<file path="src/rtl/muldiv_pkg.sv">
// Shared constants for the multiply/divide unit: funct codes (also used by
// the control unit decoder), FSM state encoding and the divide-by-zero fill.
package muldiv_pkg;

  localparam logic [5:0] FN_MULT  = 6'b011000;
  localparam logic [5:0] FN_MULTU = 6'b011001;
  localparam logic [5:0] FN_DIV   = 6'b011010;
  localparam logic [5:0] FN_DIVU  = 6'b011011;

  // Quotient forced on divide by zero; sliced to the unit width by the user.
  localparam logic [63:0] DIVZERO_LO = '1;

  typedef enum logic [1:0] {
    ST_IDLE = 2'd0,
    ST_RUN  = 2'd1,
    ST_FIX  = 2'd2,
    ST_DONE = 2'd3
  } md_state_t;

  function automatic logic funct_valid(input logic [5:0] f);
    return (f == FN_MULT) || (f == FN_MULTU) || (f == FN_DIV) || (f == FN_DIVU);
  endfunction

endpackage

</file>
<file path="src/rtl/muldiv_step.sv">
// One iteration of the iterative datapath.
// Multiply: shift-add, LSB of the low word selects whether op_i is added.
// Divide: restoring shift-subtract; remainder in the high word, dividend
// bits shift out of the low word MSB-first. The quotient bit is returned
// separately and inserted into bit 0 by the parent.
module muldiv_step #(
  parameter int WIDTH = 32
) (
  input  logic               div_i,
  input  logic [2*WIDTH-1:0] acc_i,
  input  logic [WIDTH-1:0]   op_i,
  output logic [2*WIDTH-1:0] acc_o,
  output logic               q_o
);

  logic [WIDTH:0]   sum;
  logic [WIDTH:0]   rem_sh;
  logic [WIDTH-1:0] rem_new;
  logic             ge;

  // Single-iteration combinational step for both modes.
  always_comb begin
    sum     = '0;
    rem_sh  = '0;
    rem_new = '0;
    ge      = 1'b0;
    acc_o   = acc_i;
    q_o     = 1'b0;
    if (!div_i) begin
      sum   = {1'b0, acc_i[2*WIDTH-1:WIDTH]} + (acc_i[0] ? {1'b0, op_i} : '0);
      acc_o = {sum, acc_i[WIDTH-1:1]};
    end else begin
      rem_sh  = {acc_i[2*WIDTH-1:WIDTH], acc_i[WIDTH-1]};
      ge      = (rem_sh >= {1'b0, op_i});
      rem_new = ge ? WIDTH'(rem_sh - {1'b0, op_i}) : rem_sh[WIDTH-1:0];
      acc_o   = {rem_new, acc_i[WIDTH-2:0], 1'b0};
      q_o     = ge;
    end
  end

endmodule

</file>
<file path="src/rtl/muldiv_unit.sv">
// Iterative MULT/MULTU/DIV/DIVU unit. Operands are converted to magnitudes
// on acceptance, WIDTH unsigned iterations run, and signs are restored in
// FIX before Hi/Lo are written.
module muldiv_unit
  import muldiv_pkg::*;
#(
  parameter int WIDTH = 32
) (
  input  logic             Clk,
  input  logic             Clr,
  input  logic             Start,
  input  logic [5:0]       Funct,
  input  logic [WIDTH-1:0] A,
  input  logic [WIDTH-1:0] B,
  output logic             Busy,
  output logic             Done,
  output logic [WIDTH-1:0] Hi,
  output logic [WIDTH-1:0] Lo,
  output logic             DivZero
);

  localparam int CW = $clog2(WIDTH);

  md_state_t          state_q, state_d;
  logic [CW-1:0]      cnt_q, cnt_d;
  logic [2*WIDTH-1:0] acc_q, acc_d;
  logic [WIDTH-1:0]   opb_q, opb_d;
  logic [WIDTH-1:0]   opa_q, opa_d;
  logic               div_q, div_d;
  logic               neg_q, neg_d;     // result (product/quotient) negated
  logic               rneg_q, rneg_d;   // remainder negated (dividend sign)
  logic               dzp_q, dzp_d;     // current divide has a zero divisor
  logic [WIDTH-1:0]   hi_q, hi_d;
  logic [WIDTH-1:0]   lo_q, lo_d;
  logic               dz_q, dz_d;

  logic [2*WIDTH-1:0] step_acc;
  logic               step_q;

  logic               f_sgn, f_div, a_neg, b_neg;
  logic [WIDTH-1:0]   abs_a, abs_b, quo, rem;
  logic [2*WIDTH-1:0] prod;

  muldiv_step #(.WIDTH(WIDTH)) u_step (
    .div_i (div_q),
    .acc_i (acc_q),
    .op_i  (opb_q),
    .acc_o (step_acc),
    .q_o   (step_q)
  );

  // Next-state, datapath updates and result correction.
  always_comb begin
    state_d = state_q;
    cnt_d   = cnt_q;
    acc_d   = acc_q;
    opb_d   = opb_q;
    opa_d   = opa_q;
    div_d   = div_q;
    neg_d   = neg_q;
    rneg_d  = rneg_q;
    dzp_d   = dzp_q;
    hi_d    = hi_q;
    lo_d    = lo_q;
    dz_d    = dz_q;
    prod    = '0;
    quo     = '0;
    rem     = '0;
    f_sgn   = (Funct == FN_MULT) || (Funct == FN_DIV);
    f_div   = (Funct == FN_DIV) || (Funct == FN_DIVU);
    a_neg   = f_sgn & A[WIDTH-1];
    b_neg   = f_sgn & B[WIDTH-1];
    abs_a   = a_neg ? -A : A;
    abs_b   = b_neg ? -B : B;
    unique case (state_q)
      ST_IDLE: begin
        if (Start && funct_valid(Funct)) begin
          state_d = ST_RUN;
          cnt_d   = '0;
          div_d   = f_div;
          neg_d   = a_neg ^ b_neg;
          rneg_d  = a_neg;
          dzp_d   = f_div && (B == '0);
          dz_d    = 1'b0;
          opa_d   = A;
          if (f_div) begin
            acc_d = {{WIDTH{1'b0}}, abs_a};
            opb_d = abs_b;
          end else begin
            acc_d = {{WIDTH{1'b0}}, abs_b};
            opb_d = abs_a;
          end
        end
      end
      ST_RUN: begin
        acc_d = div_q ? {step_acc[2*WIDTH-1:1], step_q} : step_acc;
        cnt_d = cnt_q + CW'(1);
        if (cnt_q == CW'(WIDTH - 1)) state_d = ST_FIX;
      end
      ST_FIX: begin
        if (!div_q) begin
          prod = neg_q ? -acc_q : acc_q;
          hi_d = prod[2*WIDTH-1:WIDTH];
          lo_d = prod[WIDTH-1:0];
        end else if (dzp_q) begin
          hi_d = opa_q;
          lo_d = DIVZERO_LO[WIDTH-1:0];
          dz_d = 1'b1;
        end else begin
          quo  = acc_q[WIDTH-1:0];
          rem  = acc_q[2*WIDTH-1:WIDTH];
          lo_d = neg_q ? -quo : quo;
          hi_d = rneg_q ? -rem : rem;
        end
        state_d = ST_DONE;
      end
      ST_DONE: state_d = ST_IDLE;
      default: state_d = ST_IDLE;
    endcase
  end

  // State and datapath registers; Clr aborts any operation at once.
  always_ff @(posedge Clk or posedge Clr) begin
    if (Clr) begin
      state_q <= ST_IDLE;
      cnt_q   <= '0;
      acc_q   <= '0;
      opb_q   <= '0;
      opa_q   <= '0;
      div_q   <= 1'b0;
      neg_q   <= 1'b0;
      rneg_q  <= 1'b0;
      dzp_q   <= 1'b0;
      hi_q    <= '0;
      lo_q    <= '0;
      dz_q    <= 1'b0;
    end else begin
      state_q <= state_d;
      cnt_q   <= cnt_d;
      acc_q   <= acc_d;
      opb_q   <= opb_d;
      opa_q   <= opa_d;
      div_q   <= div_d;
      neg_q   <= neg_d;
      rneg_q  <= rneg_d;
      dzp_q   <= dzp_d;
      hi_q    <= hi_d;
      lo_q    <= lo_d;
      dz_q    <= dz_d;
    end
  end

  assign Busy    = (state_q != ST_IDLE);
  assign Done    = (state_q == ST_DONE);
  assign Hi      = hi_q;
  assign Lo      = lo_q;
  assign DivZero = dz_q;

endmodule

</file>
<file path="config.mk">
export PLATFORM = sky130hd
export DESIGN_NAME = muldiv_unit
export DESIGN_NICKNAME = d
export VERILOG_FILES = /design/src/rtl/muldiv_pkg.sv /design/src/rtl/muldiv_step.sv /design/src/rtl/muldiv_unit.sv
export SDC_FILE = /design/constraint.sdc
export NUM_CORES = 1
export LEC_CHECK = 0
export BUFFER_PORTS_ARGS = -buffer_cell sky130_fd_sc_hd__buf_2
export CAP_MARGIN = 0
export CORE_AREA = 5 5 165 167
export DETAILED_ROUTE_END_ITERATION = 10
export DIE_AREA = 0 0 170 172
export PLACE_DENSITY_LB_ADDON = 0.15
export SYNTH_ARGS = -nofsm -noshare
export SYNTH_HDL_FRONTEND = slang
export SYNTH_SLANG_ARGS = --single-unit
</file>
<file path="constraint.sdc">
create_clock -name Clk -period 12.9 [get_ports Clk]
set_input_delay 0.645 -clock Clk [delete_from_list [all_inputs] [get_ports Clk]]
set_output_delay 0.645 -clock Clk [all_outputs]
set_load 0.005 [all_outputs]
</file>
==> impl_results.md, run 1 <==
- Peak VDD IR: between 0.2 and 0.3 mV
- RSZ-0062 raised after global routing: no
- Vias in the first global route: approximately 16000
- Tot Pwr: 0.004972 W
- Post-synth top area share: 30.28%
- Compound-gate portion of the synthesized area: between 20% and 30%
- Worst EP required: between 10 and 15 ns
- Share of cells above drive strength 1: between 10% and 20%
- FILL cells: about 2000
- Drt pass-1 iters: 8
- Commonest non-fill, non-tap cell in the layout: nor2_1
- I/O pin count: 140
- Post-Synth XOR/XNOR Area: between 10% and 20%
- Async set-reset flop share out of synthesis: between 90% and 100%
- Top_reg_cell synth: dfrtp_1
- Total number of vias: roughly 17000
- Post-CTS Setup Inserts: 0
- Clk_skew: 0.01067 ns
- Clk root buf: clkbuf_16
- Pleak: ~8 nW
- Synth Area in Simple Gates: 18.45%
- Sink Count: roughly 200
- Kind of critical path: reg2reg
- GRT Total Usage: around two fifths
- Worst slew margin: between 15 and 20%
- GP Congestion: between 0.9 and 1
- CTS max path bufs: 3
- Synth area leader: dfrtp_1
- Worst min-delay path class: in2async
- CP startpoint kind: flop
- Reg clk slew, reported paths: around 0.06 ns
- Port Buffers: between 100 and 150
- Synth unique cells: 73
- Largest cells by area after synthesis: dfrtp_1, xnor2_1, a21oi_1
- Chip Height: between 150 and 200 µm
- Max FO, Critical Path: 32
- Die X-Extent: approximately 170 µm
- Worst-Margin Slew: ~1.2 ns
- Post-route ant nets: 0
- Initial Util: about two thirds
- Detailed placement HPWL: about 42 mm
- GRT overflow: 0
- Synthesized area: 16860 µm²
- Worst Path Arrival: about 5.0 ns
- Total wire length: 57.62 mm
- Sum Neg Setup Slack: 0 ns
- Number of warnings issued by yosys: 0
- First-pass GRT wire length: 89.78 mm
- Power Density: between 200 and 300 nW/µm²
- Synth Area in Adders: between 5 and 6%
- Final #Nets: 2304
- Largest family of logic cells by synthesized area: compound AO/OA/AOI/OAI gates
- Final core occ: between 70% and 80%
- Cts hold-fix bufs: 0
- Max-slew violations: 0
- WL/cell: 22.96 µm
- Max-cap violations: 0
- Syn-to-layout area delta: 9.253%
- Tcrit/Tclk final: between 30% and 40%
- H-Tree Depth: 1
- Cts bufs inserted: 24
- Run status: completed
- Register area share after synthesis: a little under a third
- CTS tree: done
- Num rows: 59
- Post-synth EDFFs: 0
- Post-CTS sizing: 0
- Period minus WS final: between 4 and 5 ns
- Via density: roughly 6.7
- Core area: roughly 26000 µm²
- Synth Area per Inst: 7.965 µm²
- FF+latch count, synth: 204
- Clock Latency Late Sink: 0.54 ns
- Post-synthesis mux area share: about 8.2%
- Initial antenna violation count: 3
- Final Setup Violations: 0
- DRC Markers: 0
- Post-Syn Nets: between 2000 and 2500
- Max frequency: approximately 220 MHz
- Commonest cells after routing, fill and taps aside: nor2_1, nand2_1, dfrtp_1
- Pin count of the biggest net entering global routing: 103
- Crit. End Element: flop
- Iter 0 DRT Violations: approximately 2200
- Final Hold Fails: 0
- Die area: roughly 30000 µm²
- Cells after Synth: about 2100
cells in the mapped netlist (all sizes together) (4+ instances only):
library cell  instances
a211oi               39
a21o                 23
a21oi               194
a221o                 4
a22o                 10
a22oi                 8
a31oi                18
and2                 24
and3                 10
buf                  16
clkbuf              128
dfrtp               204
ha                   74
inv                  87
mux2                 71
mux2i                59
nand2               215
nand2b               23
nand3                23
nand4                13
nor2                237
nor2b                 9
nor3                 31
nor4                 28
nor4b                 5
o211ai               23
o21a                 10
o21ai               193
o21bai               11
o221ai                6
o31ai                24
o41ai                13
or3                  15
or4                  18
xnor2               117
xor2                 80
critical path: stages, from the launching register on:
cell	delay, ns
dfrtp_1	0.50
inv_1	0.10
buf_4	0.38
nor2_1	0.11
ha_1	0.38
o21ai_0	0.19
nor4_1	0.48
nor4b_1	0.15
o21ai_0	0.42
nand3_1	0.27
o21ai_0	0.69
a31oi_1	0.23
xnor2_1	0.19
a221o_1	0.32
report_power, final:
| group | leakage [nW] | switching, W | internal, W | total [W] |
|---|---|---|---|---|
| clock network | 0.392 | 0.000290 | 0.000420 | 0.000710 |
| logic | 5.02 | 0.00184 | 0.00111 | 0.00294 |
| registers | 2.60 | 0.000392 | 0.000926 | 0.00132 |
sequential cells by signal, indices dropped and copies added (netlist names):
| signal | count |
|---|---|
| acc_q | 64 |
| Hi | 32 |
| Lo | 32 |
| opa_q | 32 |
| opb_q | 32 |
| cnt_q | 5 |
| state_q | 2 |
| DivZero | 1 |
| div_q | 1 |
| dzp_q | 1 |
| neg_q | 1 |
| rneg_q | 1 |
routing by layer:
layer	wire length [µm]	track usage [%]	part of all wire (%)	up-vias
li1	-	-	-	7584
met1	22240	51.46	39	7976
met4	2976	17.12	5.2	4
met5	15	0	0.026	-
met3	6428	8.093	11	210
met2	25960	61.57	45	1045
path summary, 6_finish.rpt:
| check | startpoint | to | slack, ns | cells after the start |
|---|---|---|---|---|
| worst max register to register | acc_q[0] | acc_q[60] | 8.36 | 13 |
| min in group Clk | A[13] | opa_q[13] | 0.41 | 2 |
| worst min register to register | opa_q[1] | opa_q[1] | 0.48 | 2 |
| worst max-delay path | acc_q[0] | acc_q[60] | 8.36 | 13 |
| worst min-delay path | Clr | cnt_q[3] | 0.14 | 2 |
| max in group asynchronous | Clr | dzp_q | 11.34 | 3 |
layout make-up:
cell class	count	area (µm²)	share of cell area, %
inverter	87	334.1	1.813
clock inverter	11	146.4	0.7947
sequential	204	5111	27.75
tap	335	419.2	2.275
antenna	2	5.005	0.02717
clock buffer	32	660.6	3.586
multi-input combinational	1682	10920	59.29
timing repair buffer	156	823.3	4.469
logic make-up after synthesis:
kind of cell,count (synthesis)
AND/OR/NAND/NOR,671
adder cells (fa/ha/maj),76
XOR/XNOR,197
AO/OA/AOI/OAI,608
multiplexers,130
buffers and inverters,231
flip-flops,204
stage by stage:
stage | instances | setup slack [ns] | area, µm² | hold slack (ns)
after floorplan | 2117 | 6.688 | 16860 | 0.4496
after global placement | 2464 | 8.682 | 17610 | 0.4625
after detailed placement | 2464 | 8.518 | 17610 | 0.4707
after CTS | 2507 | 8.532 | 18420 | 0.1490
after global routing | 2508 | 8.113 | 18420 | 0.1630
final | 2509 | 8.364 | 18420 | 0.1371
Note: power is estimated with default switching activity, not from simulation.
==> run 2: changes to the inputs <==
Settings changed: CORE_AREA 5 5 165 167 to 5 5 171 173, DIE_AREA 0 0 170 172 to 0 0 176 178.
Clock period 12.9 ns to 4.6 ns, I/O delays scaled along.
==> impl_results.md, run 2 (synthesis results as in run 1) <==
- Final #Nets: 2343 (+1.7%)
- I/O pin count: 140 (unchanged)
- Via density: 6.481 (-3.3%)
- Worst Path Arrival: 4.48 ns (-0.47 ns)
- Power Density: 749.9 nW/µm² (+180%)
- Worst EP required: 5.02 ns (-8.29 ns)
- Reg2Reg Setup Slack: 0.54 ns (-7.82 ns)
- Vias in the first global route: 16120 (-0.11%)
- RSZ-0062 raised after global routing: no
- Run status: completed
- Num rows: 61 (+3.4%)
- GP Congestion: 1.080 (+11%)
- H-Tree Depth: 1 (unchanged)
- Worst min-delay path class: in2reg
- Iter 0 DRT Violations: 1540 (-31%)
- Worst Hold Depth: 2
- Post-route ant nets: 0 (unchanged)
- FILL cells: 2328 (+15%)
- Max-slew violations: 0 (unchanged)
- Clk_skew: 0.01666 ns (+0.005982 ns)
- Die area: 31330 µm² (+7.1%)
- Wire length on met1: 22.91 mm (+3.0%)
- Tcrit/Tclk final: 88.17% (+53 points)
- Final Hold Fails: 0 (unchanged)
- CTS tree: done
- Most flops, register: acc_q
- Chip Height: 178 µm (+3.5%)
- Die X-Extent: 176 µm (+3.5%)
- Pleak: 8.239 nW (+2.8%)
- Sum Neg Setup Slack: 0 ns (unchanged)
- Crit. End Element: flop
- Met3 wire len: 5.434 mm (-15%)
- Commonest cells after routing, fill and taps aside: nor2_1, nand2_1, dfrtp_1
- R2R depth: 13 (unchanged)
- Share of cells above drive strength 1: 14.66% (+1.3 points)
- Period minus WS final: 4.056 ns (-0.4802 ns)
- Kind of critical path: reg2reg
- Uppermost layer routed: met5
- R2r startpoint: acc_q[0]
- Worst setup startpoint: acc_q[0]
- Final Setup Violations: 0 (unchanged)
- Core area: 27480 µm² (+7.3%)
- HP Start: Funct[1]
- Pin count of the biggest net entering global routing: 115 (+12%)
- Sink Count: 204 (unchanged)
- Max reg flops: 64 (unchanged)
- WL/cell: 21.97 µm (-4.3%)
- Syn-to-layout area delta: 11.59%
- Peak VDD IR: 0.4751 mV (+64%)
- Total number of vias: 16570 (-1.5%)
- Initial Util: 61.37% (-4.5 points)
- GRT Total Usage: 35.34% (-3.4 points)
- Max frequency: 246.6 MHz (+12%)
- Port Buffers: 139 (unchanged)
- Worst-Margin Slew: 1.175 ns (-0.07137 ns)
- Reg clk slew, reported paths: 0.06 ns (about the same)
- Max-cap violations: 0 (unchanged)
- GRT overflow: 0 (unchanged)
- First-pass GRT wire length: 88.35 mm (-1.6%)
- Post-CTS Setup Inserts: 0 (unchanged)
- Initial antenna violation count: 4 (+1)
- Commonest non-fill, non-tap cell in the layout: nor2_1
- Total wire length: 56.18 mm (-2.5%)
- CTS max path bufs: 3 (unchanged)
- Cts bufs inserted: 25 (+4.2%)
- Tot Pwr: 0.01411 W (+180%)
- DRC Markers: 0 (unchanged)
- Register area: 5111 µm² (unchanged)
- Clock Latency Late Sink: 0.54 ns (about the same)
- Worst slew margin: 21.69% (+5.9 points)
- Detailed placement HPWL: 42.06 mm (-0.45%)
- Multi-input logic area: 10920 µm² (unchanged)
- Drt pass-1 iters: 8 (unchanged)
- CP startpoint kind: flop
- Met2 Routed Length: 25.27 mm (-2.6%)
- Clk root buf: clkbuf_16
- Max FO, Critical Path: 18 (-44%)
[run 2: cell count changes in the layout (fill, tap and decap cells not counted), sizes merged]
cell         delta
buf            +31
clkinv          -2
dlygate4sd3     +7
diode           -1
bufinv          +2
[run 2: per-stage QoR]
step,std cells,hold slack (ns),cell area [µm²],worst slack [ns],util (%)
4_1_cts,2556,0.001417,18810,0.5689,68.47
3_5_place_dp,2506,0.4366,17860,0.5950,65.02
6_report,2557,0.01200,18820,0.5441,68.48
3_3_place_gp,2506,0.4400,17860,0.6538,65.02
2_1_floorplan,2117,0.3806,16860,1.324,-
5_1_grt,2557,0.02248,18820,0.2675,68.48
[run 2: area by class of cell]
class                      count  share of cell area [%]
clock buffer                  32                   3.677
inverter                      87                   1.756
tap                          346                   2.301
timing repair buffer         194                   6.051
clock inverter                11                  0.9908
antenna                        1                 0.01330
multi-input combinational   1682                   58.05
sequential                   204                   27.16
[run 2: repair_timing]
item / CTS / global route
hold endpoints to repair: 40 / 0
gates resized for setup: 0 / 0
hold buffers: 7 / 0
[run 2: per-layer routing]
layer,global-route usage (%),vias to the layer above
li1,-,7655
met1,47.43,7882
met2,56.94,853
met3,6.994,175
met4,13.42,6
met5,0,-
[run 2: final timing paths]
path / endpoint
hold reg to reg: opa_q[0]
setup / recovery: acc_q[60]
hold / removal: div_q
max in group asynchronous: Lo[11]
setup reg to reg: acc_q[60]
min in group asynchronous: cnt_q[2]
[run 2: worst max-delay path, cell delays in order, from the launching register on]
cell and delay, ns:
dfrtp_1 0.37, inv_1 0.49, nor2_1 0.13, ha_1 0.38, o21ai_0 0.15, nor4_1 0.58, nor4b_1 0.17, o21ai_0 0.48
nand3_1 0.24, o21ai_0 0.22, buf_4 0.17, a31oi_1 0.10, xnor2_1 0.14, a221o_1 0.32
[run 2: power breakdown]
group / total, W / internal (W) / switching, W / leakage, nW
registers: 0.00343 / 0.00260 / 0.000833 / 2.60
clock network: 0.00215 / 0.00133 / 0.000812 / 0.431
logic: 0.00853 / 0.00325 / 0.00528 / 5.21
total: 0.0141 / 0.00719 / 0.00692 / 8.24
